`src/rtl/dac_sample_fifo.sv`:
```
// dac_sample_fifo: sample buffer between the RVMYTH core output word and the
// avsddac D input. Core samples are queued and released to the DAC at a fixed
// cadence of one word every SAMPLE_DIV clocks. Playback starts only after the
// FIFO holds PRIME_LEVEL entries. On underrun the last word is held and the
// block re-primes. Writes arriving while the FIFO is full are dropped and flagged.
module dac_sample_fifo #(
    parameter int DW          = 10,
    parameter int DEPTH       = 16,
    parameter int SAMPLE_DIV  = 64,
    parameter int PRIME_LEVEL = 8,
    parameter int RESET_CODE  = 512
) (
    input  logic                       clk,
    input  logic                       reset,
    input  logic                       en,
    input  logic                       clr_flags,
    input  logic [DW-1:0]              din,
    input  logic                       din_valid,
    output logic                       din_ready,
    output logic [DW-1:0]              dac_d,
    output logic                       sample_tick,
    output logic [$clog2(DEPTH):0]     level,
    output logic                       underrun,
    output logic                       overflow
);

    localparam int AW = $clog2(DEPTH);
    localparam int CW = (SAMPLE_DIV > 2) ? $clog2(SAMPLE_DIV) : 1;

    typedef enum logic [1:0] {IDLE, PRIME, RUN} state_t;

    state_t          state;
    logic [CW-1:0]   div;
    logic [AW:0]     wr_ptr;
    logic [AW:0]     rd_ptr;
    logic [DW-1:0]   mem [DEPTH];

    logic            full;
    logic            empty;
    logic            div_last;
    logic            push;
    logic            pop;
    logic            uf_evt;
    logic            ovf_evt;

    // Pointers carry one extra wrap bit so full and empty are distinguishable.
    assign full      = (wr_ptr[AW-1:0] == rd_ptr[AW-1:0]) && (wr_ptr[AW] != rd_ptr[AW]);
    assign empty     = (wr_ptr == rd_ptr);
    assign din_ready = !full;
    assign level     = wr_ptr - rd_ptr;
    assign div_last  = (div == CW'(SAMPLE_DIV - 1));

    // Decode this cycle's FIFO and flag events. Full is taken from the
    // registered pointers, so a same-cycle pop never opens room for a write.
    always_comb begin
        push    = din_valid && !full;
        ovf_evt = din_valid && full;
        pop     = 1'b0;
        uf_evt  = 1'b0;
        if (en && (state == RUN) && div_last) begin
            pop    = !empty;
            uf_evt = empty;
        end
    end

    // Sample storage. Data is not reset; the pointers define what is valid.
    always_ff @(posedge clk) begin
        if (push)
            mem[wr_ptr[AW-1:0]] <= din;
    end

    // Write pointer advances on every accepted sample.
    always_ff @(posedge clk or posedge reset) begin
        if (reset)
            wr_ptr <= '0;
        else if (push)
            wr_ptr <= wr_ptr + 1'b1;
    end

    // Playback controller: divider, read pointer, DAC word and update strobe.
    always_ff @(posedge clk or posedge reset) begin
        if (reset) begin
            state       <= IDLE;
            div         <= '0;
            rd_ptr      <= '0;
            dac_d       <= DW'(RESET_CODE);
            sample_tick <= 1'b0;
        end else begin
            sample_tick <= 1'b0;
            if (!en) begin
                state <= IDLE;
                div   <= '0;
            end else begin
                case (state)
                    IDLE: begin
                        div   <= '0;
                        state <= PRIME;
                    end
                    PRIME: begin
                        div <= '0;
                        if (level >= (AW+1)'(PRIME_LEVEL))
                            state <= RUN;
                    end
                    RUN: begin
                        if (div_last) begin
                            div <= '0;
                            if (pop) begin
                                dac_d       <= mem[rd_ptr[AW-1:0]];
                                rd_ptr      <= rd_ptr + 1'b1;
                                sample_tick <= 1'b1;
                            end else begin
                                state <= PRIME;
                            end
                        end else begin
                            div <= div + CW'(1);
                        end
                    end
                    default: begin
                        state <= IDLE;
                        div   <= '0;
                    end
                endcase
            end
        end
    end

    // Sticky status flags; a new event in the same cycle beats clr_flags.
    always_ff @(posedge clk or posedge reset) begin
        if (reset) begin
            underrun <= 1'b0;
            overflow <= 1'b0;
        end else begin
            if (uf_evt)
                underrun <= 1'b1;
            else if (clr_flags)
                underrun <= 1'b0;
            if (ovf_evt)
                overflow <= 1'b1;
            else if (clr_flags)
                overflow <= 1'b0;
        end
    end

endmodule
```
`config.mk`:
```
export PLATFORM = sky130hd
export DESIGN_NAME = dac_sample_fifo
export DESIGN_NICKNAME = d
export VERILOG_FILES = /design/src/rtl/dac_sample_fifo.sv
export SDC_FILE = /design/constraint.sdc
export NUM_CORES = 1
export LEC_CHECK = 0
export CAP_MARGIN = 20
export CORE_MARGIN = 2
export CORE_UTILIZATION = 39
export DETAILED_ROUTE_END_ITERATION = 6
export PLACE_DENSITY = 0.56
export SYNTH_ARGS = -nofsm -noshare
export SYNTH_HDL_FRONTEND = slang
export SYNTH_SLANG_ARGS = --single-unit
```
`constraint.sdc`:
```
create_clock -name clk -period 4.02 [get_ports clk]
set_clock_uncertainty 0.1 [all_clocks]
set_input_delay 0.804 -clock clk [delete_from_list [all_inputs] [get_ports clk]]
set_output_delay 0.804 -clock clk [all_outputs]
set_load 0.01 [all_outputs]
```
==> results of run 1 <==
-- area by class of cell --
cell class,instances,area share (%)
Clock buffer,26,6.14
Clock inverter,6,0.442
Inverter,12,0.497
Multi-Input combinational cell,177,22.1
Sequential cell,191,61.6
Tap cell,265,3.66
Timing Repair Buffer,56,5.55
-- critical path, delay by kind of cell (launching register included) --
family	cells	cell delay [ns]
and+or+nand+nor	2	0.23
AOI/OAI and AO/OA	1	0.09
adders and majority gates	2	0.59
DFF	1	0.43
buffers and inverters	3	0.76
-- stage by stage --
stage | hold slack, ns | total power [mW] | area, sq um | setup slack, ns
after floorplan | 0.333 | 2.79 | 7750 | 0.738
after global placement | 0.354 | 3.04 | 8470 | 1.08
after detailed placement | 0.356 | 3.06 | 8470 | 1.04
after CTS | 0.365 | 4.70 | 9060 | 0.585
after global routing | 0.392 | 4.85 | 9060 | 0.424
final | 0.360 | 4.67 | 9060 | 0.594
-- cell families after synthesis --
kind of cell	count (synthesis)	synth area share, %
buf+inv	31	2.15
mux	81	17.4
xor+xnor	15	1.69
simple gates	58	3.81
compound gates	12	1.08
fa+ha+maj	11	1.87
flops	191	72.0
-- final timing paths --
path,start,end,slack (ns),depth (start not counted)
min in group asynchronous,reset,state[1],0.80,2
max reg2reg,wr_ptr[2],mem[2][3],1.16,6
min,div[0],div[0],0.36,1
max in group asynchronous,reset,wr_ptr[1],2.35,3
min reg2reg,div[0],div[0],0.36,1
max,wr_ptr[0],level[4],0.59,8
-- per-layer routing --
| metal | share of wire (%) | vias up | wire length (um) | GRT usage [%] |
|---|---|---|---|---|
| met2 | 50 | 75 | 7450 | 23.7 |
| li1 | - | 1678 | - | - |
| met1 | 46 | 1938 | 6790 | 20.1 |
| met5 | 0 | - | 0 | 0 |
| met4 | 1.5 | 0 | 226 | 5.20 |
| met3 | 3.0 | 15 | 449 | 2.96 |
-- state kept, by name, summed over array words and instances (netlist names) --
signal and count:
overflow 1, underrun 1, wr_ptr 5, sample_tick 1, state 2, rd_ptr 5, dac_d 10, mem 160
div 6
-- cells in the mapped netlist (2+ instances only) --
master	instances	share of area, %
edfxtp_1	160	62
mux4_2	40	12
dfrtp_1	30	9.7
mux2i_1	30	3.9
nor2_1	21	1.0
nand2_1	11	0.53
ha_1	10	1.6
inv_1	10	0.48
xnor2_1	10	1.1
clkbuf_1	6	0.29
mux2_4	6	1.2
buf_6	5	0.73
nand3_1	5	0.32
xor2_1	5	0.56
buf_2	4	0.26
nor3_1	4	0.26
a21oi_1	3	0.19
and3b_1	3	0.34
mux2_1	3	0.44
o21ai_0	3	0.19
and2_1	2	0.16
buf_1	2	0.097
buf_4	2	0.19
mux2_2	2	0.29
nand2b_1	2	0.16
nand3b_1	2	0.19
nand4_1	2	0.16
-- report_power, final --
group | leakage [nW] | switching [mW] | internal (mW)
logic | 1.00 | 0.330 | 0.244
clock network | 0.292 | 0.696 | 0.960
registers | 1.85 | 0.0904 | 2.35
==> summary.md, run 1 <==
| Metric | Value |
|---|---|
| Status | completed |
| Commonest non-fill, non-tap cells in the layout | 160 x edfxtp_1, 40 x mux4_2, 33 x clkdlybuf4s50_1 |
| Congestion Overflow GR | 0 |
| Initial Utilization | 39.8% |
| CP cell instances | inv_1, ha_1, inv_1, fa_1, nand3_1, a21oi_1, nor2_1, clkdlybuf4s50_1 |
| Max Slew Vio Count | 0 |
| Drt total wl | 14.9 mm |
| Final count of hold timing violations | 0 |
| Largest net degree at the start of global routing | 42 |
| Initial antenna violation count | 0 |
| Post-DRT Antenna Nets | 0 |
| Setup crit end kind | output pin |
| Clock buffer count from CTS | 17 |
| Max clock buf depth | 2 |
| Die extent in x | 145 um |
| Unrepaired setup endpoints after global routing | no |
| Placed insts | 701 |
| Cells after Synth | 399 |
| Post-synth ARST share | 16.2% |
| Critical setup path kind | register to output pin |
| Total core area | 0.0195 sq mm |
| CP Max Fanout | 4 |
| Fill cell count | 1,659 |
| Reg area | 0.00558 sq mm |
| Drt drc | 0 |
| Worst hold path class | register to register |
| Share of layout cells above drive strength 1 | 23.1% |
| Wirelength per Cell | 20.3 um |
| Period utilization | 85.2% |
| YS warnings | 0 |
| Pwr dens | 515 mW/mm^2 |
| Critical path's slowest cell | clkdlybuf4s50_1 |
| # Post-CTS Setup Buffers | 0 |
| Ports | 34 |
| Vias | 3,706 |
| Iteration count of the initial detailed-routing pass | 4 |
| GRT Overall Usage | 14.7% |
| Area grow syn2layout | 16.9% |
| ANT cells | 0 |
| Fmax achieved | 0.292 GHz |
| Commonest non-fill, non-tap cell in the layout | edfxtp_1 |
| Final core utilization | 46.6% |
| Tmin final | 3.43 ns |
| Vias in the first global route | 3,887 |
| DR vias/cell | 5.06 |
| RD Place Congestion | 0.784 |
| Avg Cell Area, Syn | 19.4 sq um |
| Post-synth EDFFs | 160 |
| # nets final | 481 |
| Worst slew margin | 35.9% |
| Startpoint types | register |
| #FFs+latches synth | 191 |
| Sink Count | 191 |
| Syn nets | 425 |
| DRT iter0 DRCs | 372 |
| CP required | 3.12 ns |
| Post-Syn Area | 0.00775 sq mm |
| Area of the multi-input gates | 0.00200 sq mm |
| # hold bufs at CTS | 0 |
| H-tree depth | 4 |
| Setup-failing EPs final | 0 |
| Dpl hpwl | 9.67 mm |
| Port bufs | 33 |
| Clock root cell | clkbuf_16 |
| Synth unique cells | 43 |
| Most Frequent Cell on Critical Path | inv_1 |
| Worst slew pin tran | 0.960 ns |
| Worst skew pair latency | 0.43 ns |
| Max stage delay on crit path | 0.54 ns |
| Die ar. | 0.0210 sq mm |
| Clk slew on worst S/H paths | 0.07 ns |
| Cell Count, Final, Fillers Out | 733 |
| # rows | 51 |
| Pleak | 3.15 nW |
| TritonCTS clock tree | built |
| First-pass GRT wire length | 23.1 mm |
| CTS resizes | 0 |
| MaxCap Viol Count | 0 |
| Peak VDD IR | 350 uV |
| Post-synthesis sequential area ratio | 72.0% |
| Die height | 145 um |
| Worst EP arrival | 2.52 ns |
| Final setup TNS | 0 ns |
| Top_reg_cell synth | edfxtp_1 |
No activity file was read; power rests on OpenSTA's default activity.
==> run 2, diff against run 1 <==
--- a/config.mk
+++ b/config.mk
@@ -9,7 +9,7 @@
 export CORE_MARGIN = 2
 export CORE_UTILIZATION = 39
 export DETAILED_ROUTE_END_ITERATION = 6
-export PLACE_DENSITY = 0.56
+export SKIP_LAST_GASP = 1
 export SYNTH_ARGS = -nofsm -noshare
 export SYNTH_HDL_FRONTEND = slang
 export SYNTH_SLANG_ARGS = --single-unit
==> run 2 against run 1 <==
Fmax increased by 0.92%. Global-route usage increased by 0.073 points. Core utilization decreased by 0.077 points. Hold slack improved by 0.0091 ns. Register-to-register slack about the same. Cell area decreased by 0.17%. Critical path type unchanged. Critical endpoint unchanged.
==> summary.md, run 2 (synthesis gave the netlist of run 1 again) <==
| Metric | Value |
|---|---|
| GRT Overall Usage | 14.8% (was 14.7%) |
| Setup-failing EPs final | 0 (unchanged) |
| CP cell instances | inv_1, ha_1, inv_1, fa_1, nand3_1, a21oi_1, nor2_1, clkdlybuf4s50_1 (unchanged) |
| Die height | 145 um (unchanged) |
| DRT iter0 DRCs | 231 (was 372) |
| H-tree depth | 4 (unchanged) |
| CTS resizes | 0 (unchanged) |
| Post-DRT Antenna Nets | 0 (unchanged) |
| Clock root cell | clkbuf_16 (unchanged) |
| Area grow syn2layout | 16.7% (was 16.9%) |
| Startpoint types | register (unchanged) |
| MaxCap Viol Count | 0 (unchanged) |
| Die ar. | 0.0210 sq mm (unchanged) |
| Sink Count | 191 (unchanged) |
| # Post-CTS Setup Buffers | 0 (unchanged) |
| Largest net degree at the start of global routing | 42 (unchanged) |
| Critical path's slowest cell | clkdlybuf4s50_1 (unchanged) |
| Status | completed (unchanged) |
| Commonest non-fill, non-tap cells in the layout | 160 x edfxtp_1, 40 x mux4_2, 33 x clkdlybuf4s50_1 (unchanged) |
| Vias in the first global route | 3,789 (was 3,887) |
| Iteration count of the initial detailed-routing pass | 4 (unchanged) |
| Pwr dens | 519 mW/mm^2 (was 515 mW/mm^2) |
| Die extent in x | 145 um (unchanged) |
| Final setup TNS | 0 ns (unchanged) |
| Worst EP arrival | 2.49 ns (was 2.52 ns) |
| Cell family with most CP delay | buffers and inverters (unchanged) |
| Final count of hold timing violations | 0 (unchanged) |
| Initial antenna violation count | 0 (unchanged) |
| Clk slew on worst S/H paths | 0.07 ns (about the same) |
| Initial Utilization | 39.8% (unchanged) |
| RD Place Congestion | 0.809 (was 0.784) |
| Max reg flops | 160 (unchanged) |
| TritonCTS clock tree | built (unchanged) |
| Final Hold Slack | 0.369 ns (was 0.360 ns) |
| Total core area | 0.0195 sq mm (unchanged) |
| Fill cell count | 1,658 (was 1,659) |
| Share of layout cells above drive strength 1 | 22.3% (was 23.1%) |
| Drt total wl | 14.6 mm (was 14.9 mm) |
| Clock buffer count from CTS | 17 (unchanged) |
| Unrepaired setup endpoints after global routing | no (unchanged) |
| # hold bufs at CTS | 0 (unchanged) |
| Max Slew Vio Count | 0 (unchanged) |
| Fmax achieved | 0.295 GHz (was 0.292 GHz) |
| Max clock buf depth | 2 (unchanged) |
| CP Max Fanout | 4 (unchanged) |
| Worst skew pair latency | 0.43 ns (about the same) |
| Period utilization | 84.5% (was 85.2%) |
| Dpl hpwl | 9.37 mm (was 9.67 mm) |
| Worst slew pin tran | 0.841 ns (was 0.960 ns) |
| Buf/Inv on CP | 3 (unchanged) |
| Drt drc | 0 (unchanged) |
| Wirelength per Cell | 20.0 um (was 20.3 um) |
| DR vias/cell | 5.09 (was 5.06) |
| Ports | 34 (unchanged) |
| Commonest non-fill, non-tap cell in the layout | edfxtp_1 (unchanged) |
| Critical setup path kind | register to output pin (unchanged) |
| Congestion Overflow GR | 0 (unchanged) |
| Tmin final | 3.40 ns (was 3.43 ns) |
| Vias | 3,721 (was 3,706) |
| CP required | 3.12 ns (about the same) |
| First-pass GRT wire length | 22.8 mm (was 23.1 mm) |
| # rows | 51 (unchanged) |
| Final core utilization | 46.5% (was 46.6%) |
| Worst slew margin | 44.0% (was 35.9%) |
| Setup crit end kind | output pin (unchanged) |
| Max stage delay on crit path | 0.54 ns (about the same) |
| Port bufs | 33 (unchanged) |
| Worst hold path class | register to register (unchanged) |
| ANT cells | 0 (unchanged) |
| Most Frequent Cell on Critical Path | inv_1 (unchanged) |
| Pleak | 3.13 nW (was 3.15 nW) |
| # nets final | 479 (was 481) |
| Peak VDD IR | 309 uV (was 350 uV) |
## run 2: layout make-up
type | instances | area, sq um | area share [%]
multi-input combinational | 177 | 2000 | 22.1
inverter | 12 | 45.0 | 0.498
timing repair buffer | 54 | 488 | 5.39
tap | 265 | 332 | 3.66
clock inverter | 11 | 156 | 1.73
sequential | 191 | 5580 | 61.7
clock buffer | 21 | 440 | 4.87
## run 2: path summary, 6_finish.rpt
path	cells past startpoint	endpoint	slack, ns	startpoint
worst max-delay path	8	level[4]	0.62	wr_ptr[0]
worst min-delay path	1	div[0]	0.37	div[0]
worst max register to register	6	mem[6][2]	1.15	wr_ptr[2]
worst min register to register	1	div[0]	0.37	div[0]
max in group asynchronous	3	dac_d[9]	2.85	reset
min in group asynchronous	3	state[1]	0.65	reset
## run 2: worst reg2reg max path, delay by kind of cell, from the launching register on
kind / cells / cell delay (ns)
and+or+nand+nor: 3 / 0.94
buffers and inverters: 1 / 0.25
DFF: 1 / 0.50
AOI/OAI and AO/OA: 1 / 0.37
adders and majority gates: 1 / 0.42
## run 2: metrics by stage
| step | cells | instance area (sq um) | setup slack (ns) | power, mW |
|---|---|---|---|---|
| after floorplan | 399 | 7750 | 0.738 | 2.79 |
| after global placement | 699 | 8450 | 1.04 | 3.03 |
| after detailed placement | 699 | 8450 | 0.987 | 3.06 |
| after CTS | 731 | 9050 | 0.604 | 4.74 |
| after global routing | 731 | 9050 | 0.477 | 4.89 |
| final | 731 | 9050 | 0.625 | 4.70 |
## run 2: power breakdown
part,internal (mW),switching [mW],total [mW],leakage (nW)
Sequential,2.35,0.0865,2.43,1.85
Combinational,0.240,0.333,0.573,0.993
Clock,0.986,0.707,1.69,0.284
Total,3.57,1.13,4.70,3.13
## run 2: per-layer routing
metal  track usage, %  vias to the layer above  wire [um]
met4             4.95                        0        228
li1                 -                     1680          -
met1             20.2                     1950       6810
met2             23.3                       75       6990
met5                0                        -          0
met3             3.87                       16        577
==> run 3, diff against run 2 <==
==> constraint.sdc (replaced) <==
create_clock -name clk -period 3.49 [get_ports clk]
set_clock_uncertainty 0.1 [all_clocks]
set_input_delay 0.698 -clock clk [delete_from_list [all_inputs] [get_ports clk]]
set_output_delay 0.698 -clock clk [all_outputs]
set_load 0.01 [all_outputs]
==> run 3 against run 2 <==
Global-route usage rose by 0.32 points. Sequential share of layout area is 0.21 points lower. Core utilization up 0.16 points. Register-to-register slack got worse by 0.30 ns. Wire length rose by 2.0%. Combinational power up 18%. Total power grew 16%. Cell count increased by 0.27%. Clock power increased by 18%. Via count rose by 0.38%.
==> summary.md, run 3 (synthesis gave the netlist of run 1 again) <==
| Metric | Value |
|---|---|
| Net load switching power | 1.34 mW (was 1.13 mW) |
| Worst EP arrival | 2.51 ns (was 2.49 ns) |
| Max clock buf depth | 2 (unchanged) |
| Period utilization | 94.7% |
| GRT Overall Usage | 15.1% (was 14.8%) |
| Initial Utilization | 39.8% (unchanged) |
| Pleak | 3.15 nW (was 3.13 nW) |
| Dpl ws | 0.630 ns (was 0.987 ns) |
| CTS resizes | 0 (unchanged) |
| Max stage delay on crit path | 0.55 ns (was 0.54 ns) |
| Congestion Overflow GR | 0 (unchanged) |
| Setup crit end kind | output pin (unchanged) |
| Clk slew on worst S/H paths | 0.07 ns (about the same) |
| Clock root cell | clkbuf_16 (unchanged) |
| Area grow syn2layout | 17.1% (was 16.7%) |
| # hold bufs at CTS | 0 (unchanged) |
| Initial antenna violation count | 0 (unchanged) |
| Worst hold path class | register to register (unchanged) |
| Most Frequent Cell on Critical Path | inv_1 (unchanged) |
| Fmax achieved | 0.302 GHz |
| Status | completed (unchanged) |
| Critical path's slowest cell | clkdlybuf4s50_1 (unchanged) |
| Reg2Reg Launch Point | wr_ptr[2] (unchanged) |
| # Post-CTS Setup Buffers | 0 (unchanged) |
| Worst slew margin | 46.7% (was 44.0%) |
| ANT cells | 0 (unchanged) |
| # nets final | 482 (was 479) |
| Drt total wl | 14.9 mm (was 14.6 mm) |
| Share of layout cells above drive strength 1 | 23.1% (was 22.3%) |
| Startpoint types | register (unchanged) |
| Net Sw Frac | 24.5% (was 24.0%) |
| Max reg flops | 160 (unchanged) |
| Wirelength per Cell | 20.3 um (was 20.0 um) |
| H-tree depth | 4 (unchanged) |
| Final setup TNS | 0 ns (unchanged) |
| Peak VDD IR | 313 uV (was 309 uV) |
| Unrepaired setup endpoints after global routing | no (unchanged) |
| CP required | 2.69 ns (was 3.12 ns) |
| Pint | 4.13 mW (was 3.57 mW) |
| CP Max Fanout | 4 (unchanged) |
| Tmin final | 3.31 ns |
| Final Power | 5.47 mW (was 4.70 mW) |
| Die height | 145 um (unchanged) |
| Drt drc | 0 (unchanged) |
| First-pass GRT wire length | 23.3 mm (was 22.8 mm) |
| # rows | 51 (unchanged) |
| CP cell instances | inv_1, ha_1, inv_1, fa_1, nand3_1, a21oi_1, nor2_1, clkdlybuf4s50_1 (unchanged) |
| Iteration count of the initial detailed-routing pass | 4 (unchanged) |
| Post-DRT Antenna Nets | 0 (unchanged) |
| Pwr dens | 603 mW/mm^2 (was 519 mW/mm^2) |
| RD Place Congestion | 0.766 (was 0.809) |
| Vias | 3,735 (was 3,721) |
| Final Hold Slack | 0.382 ns (was 0.369 ns) |
| DR vias/cell | 5.10 (was 5.09) |
| Total core area | 0.0195 sq mm (unchanged) |
| Dpl hpwl | 9.41 mm (was 9.37 mm) |
| Cell Count, Final, Fillers Out | 733 (was 731) |
| Die extent in x | 145 um (unchanged) |
| Commonest non-fill, non-tap cell in the layout | edfxtp_1 (unchanged) |
| Worst skew pair latency | 0.43 ns (about the same) |
| Ports | 34 (unchanged) |
| Port bufs | 33 (unchanged) |
| Max Slew Vio Count | 0 (unchanged) |
| Clock buffer count from CTS | 17 (unchanged) |
| MaxCap Viol Count | 0 (unchanged) |
| DRT iter0 DRCs | 228 (was 231) |
| Power share of the sequential group | 51.3% (was 51.8%) |
| Critical setup path kind | register to output pin (unchanged) |
| Worst Setup Slack, final | 0.184 ns (was 0.625 ns) |
| Setup-failing EPs final | 0 (unchanged) |
| Start point of the critical path | wr_ptr[0] (unchanged) |
| Final count of hold timing violations | 0 (unchanged) |
| Worst slew pin tran | 0.799 ns (was 0.841 ns) |
| Sink Count | 191 (unchanged) |
| Vias in the first global route | 3,920 (was 3,789) |
| Commonest non-fill, non-tap cells in the layout | 160 x edfxtp_1, 40 x mux4_2, 33 x clkdlybuf4s50_1 (unchanged) |
| TritonCTS clock tree | built (unchanged) |
| Hold Path Origin | div[0] (unchanged) |
| Clk pwr share | 36.4% (was 36.0%) |
| Die ar. | 0.0210 sq mm (unchanged) |
| Largest net degree at the start of global routing | 42 (unchanged) |
| Placed insts | 702 (was 699) |
| Combinational Power Share | 12.3% (was 12.2%) |
run 3: power by group through the flow:
stage	clock network (mW)	registers [mW]	logic (mW)
2_1_floorplan	0	2.80	0.410
3_3_place_gp	0	2.84	0.660
3_5_place_dp	0	2.85	0.676
4_1_cts	2.04	2.80	0.683
5_1_grt	2.12	2.83	0.747
6_report	1.99	2.81	0.674
run 3: worst paths after layout:
check	endpoint	cells after the start	slack, ns
setup reg to reg	mem[2][3]	6	0.85
min in group asynchronous	state[1]	3	0.55
setup / recovery	level[4]	8	0.18
max in group asynchronous	dac_d[9]	3	2.42
hold reg to reg	div[0]	1	0.38
hold / removal	div[0]	1	0.38
run 3: final cells by class:
class | instances | area [sq um]
clock buffers | 19 | 433
well taps | 265 | 332
repair buffers | 57 | 510
multi-input cells | 177 | 2000
inverters | 12 | 45.0
clock inverters | 12 | 173
flip-flops and latches | 191 | 5580
fillers | 1649 | 10400
run 3: layer usage:
layer  GRT usage, %  wire (um)
met5              0          0
met4           5.89        216
met3           3.27        499
met2           24.6       7370
met1           20.0       6810
run 3: critical path, delay by kind of cell, from the launching register on:
family / cells / cell delay, ns
buf+inv: 3 / 0.76
fa+ha+maj: 2 / 0.57
compound gates: 1 / 0.09
simple gates: 2 / 0.24
flops: 1 / 0.41
run 3: metrics by stage:
| step | util (%) | cell area, sq um |
|---|---|---|
| 6_report | 46.6 | 9080 |
| 5_1_grt | 46.6 | 9080 |
| 4_1_cts | 46.6 | 9080 |
| 3_5_place_dp | 43.5 | 8470 |
| 3_3_place_gp | 43.5 | 8470 |
| 2_1_floorplan | - | 7750 |
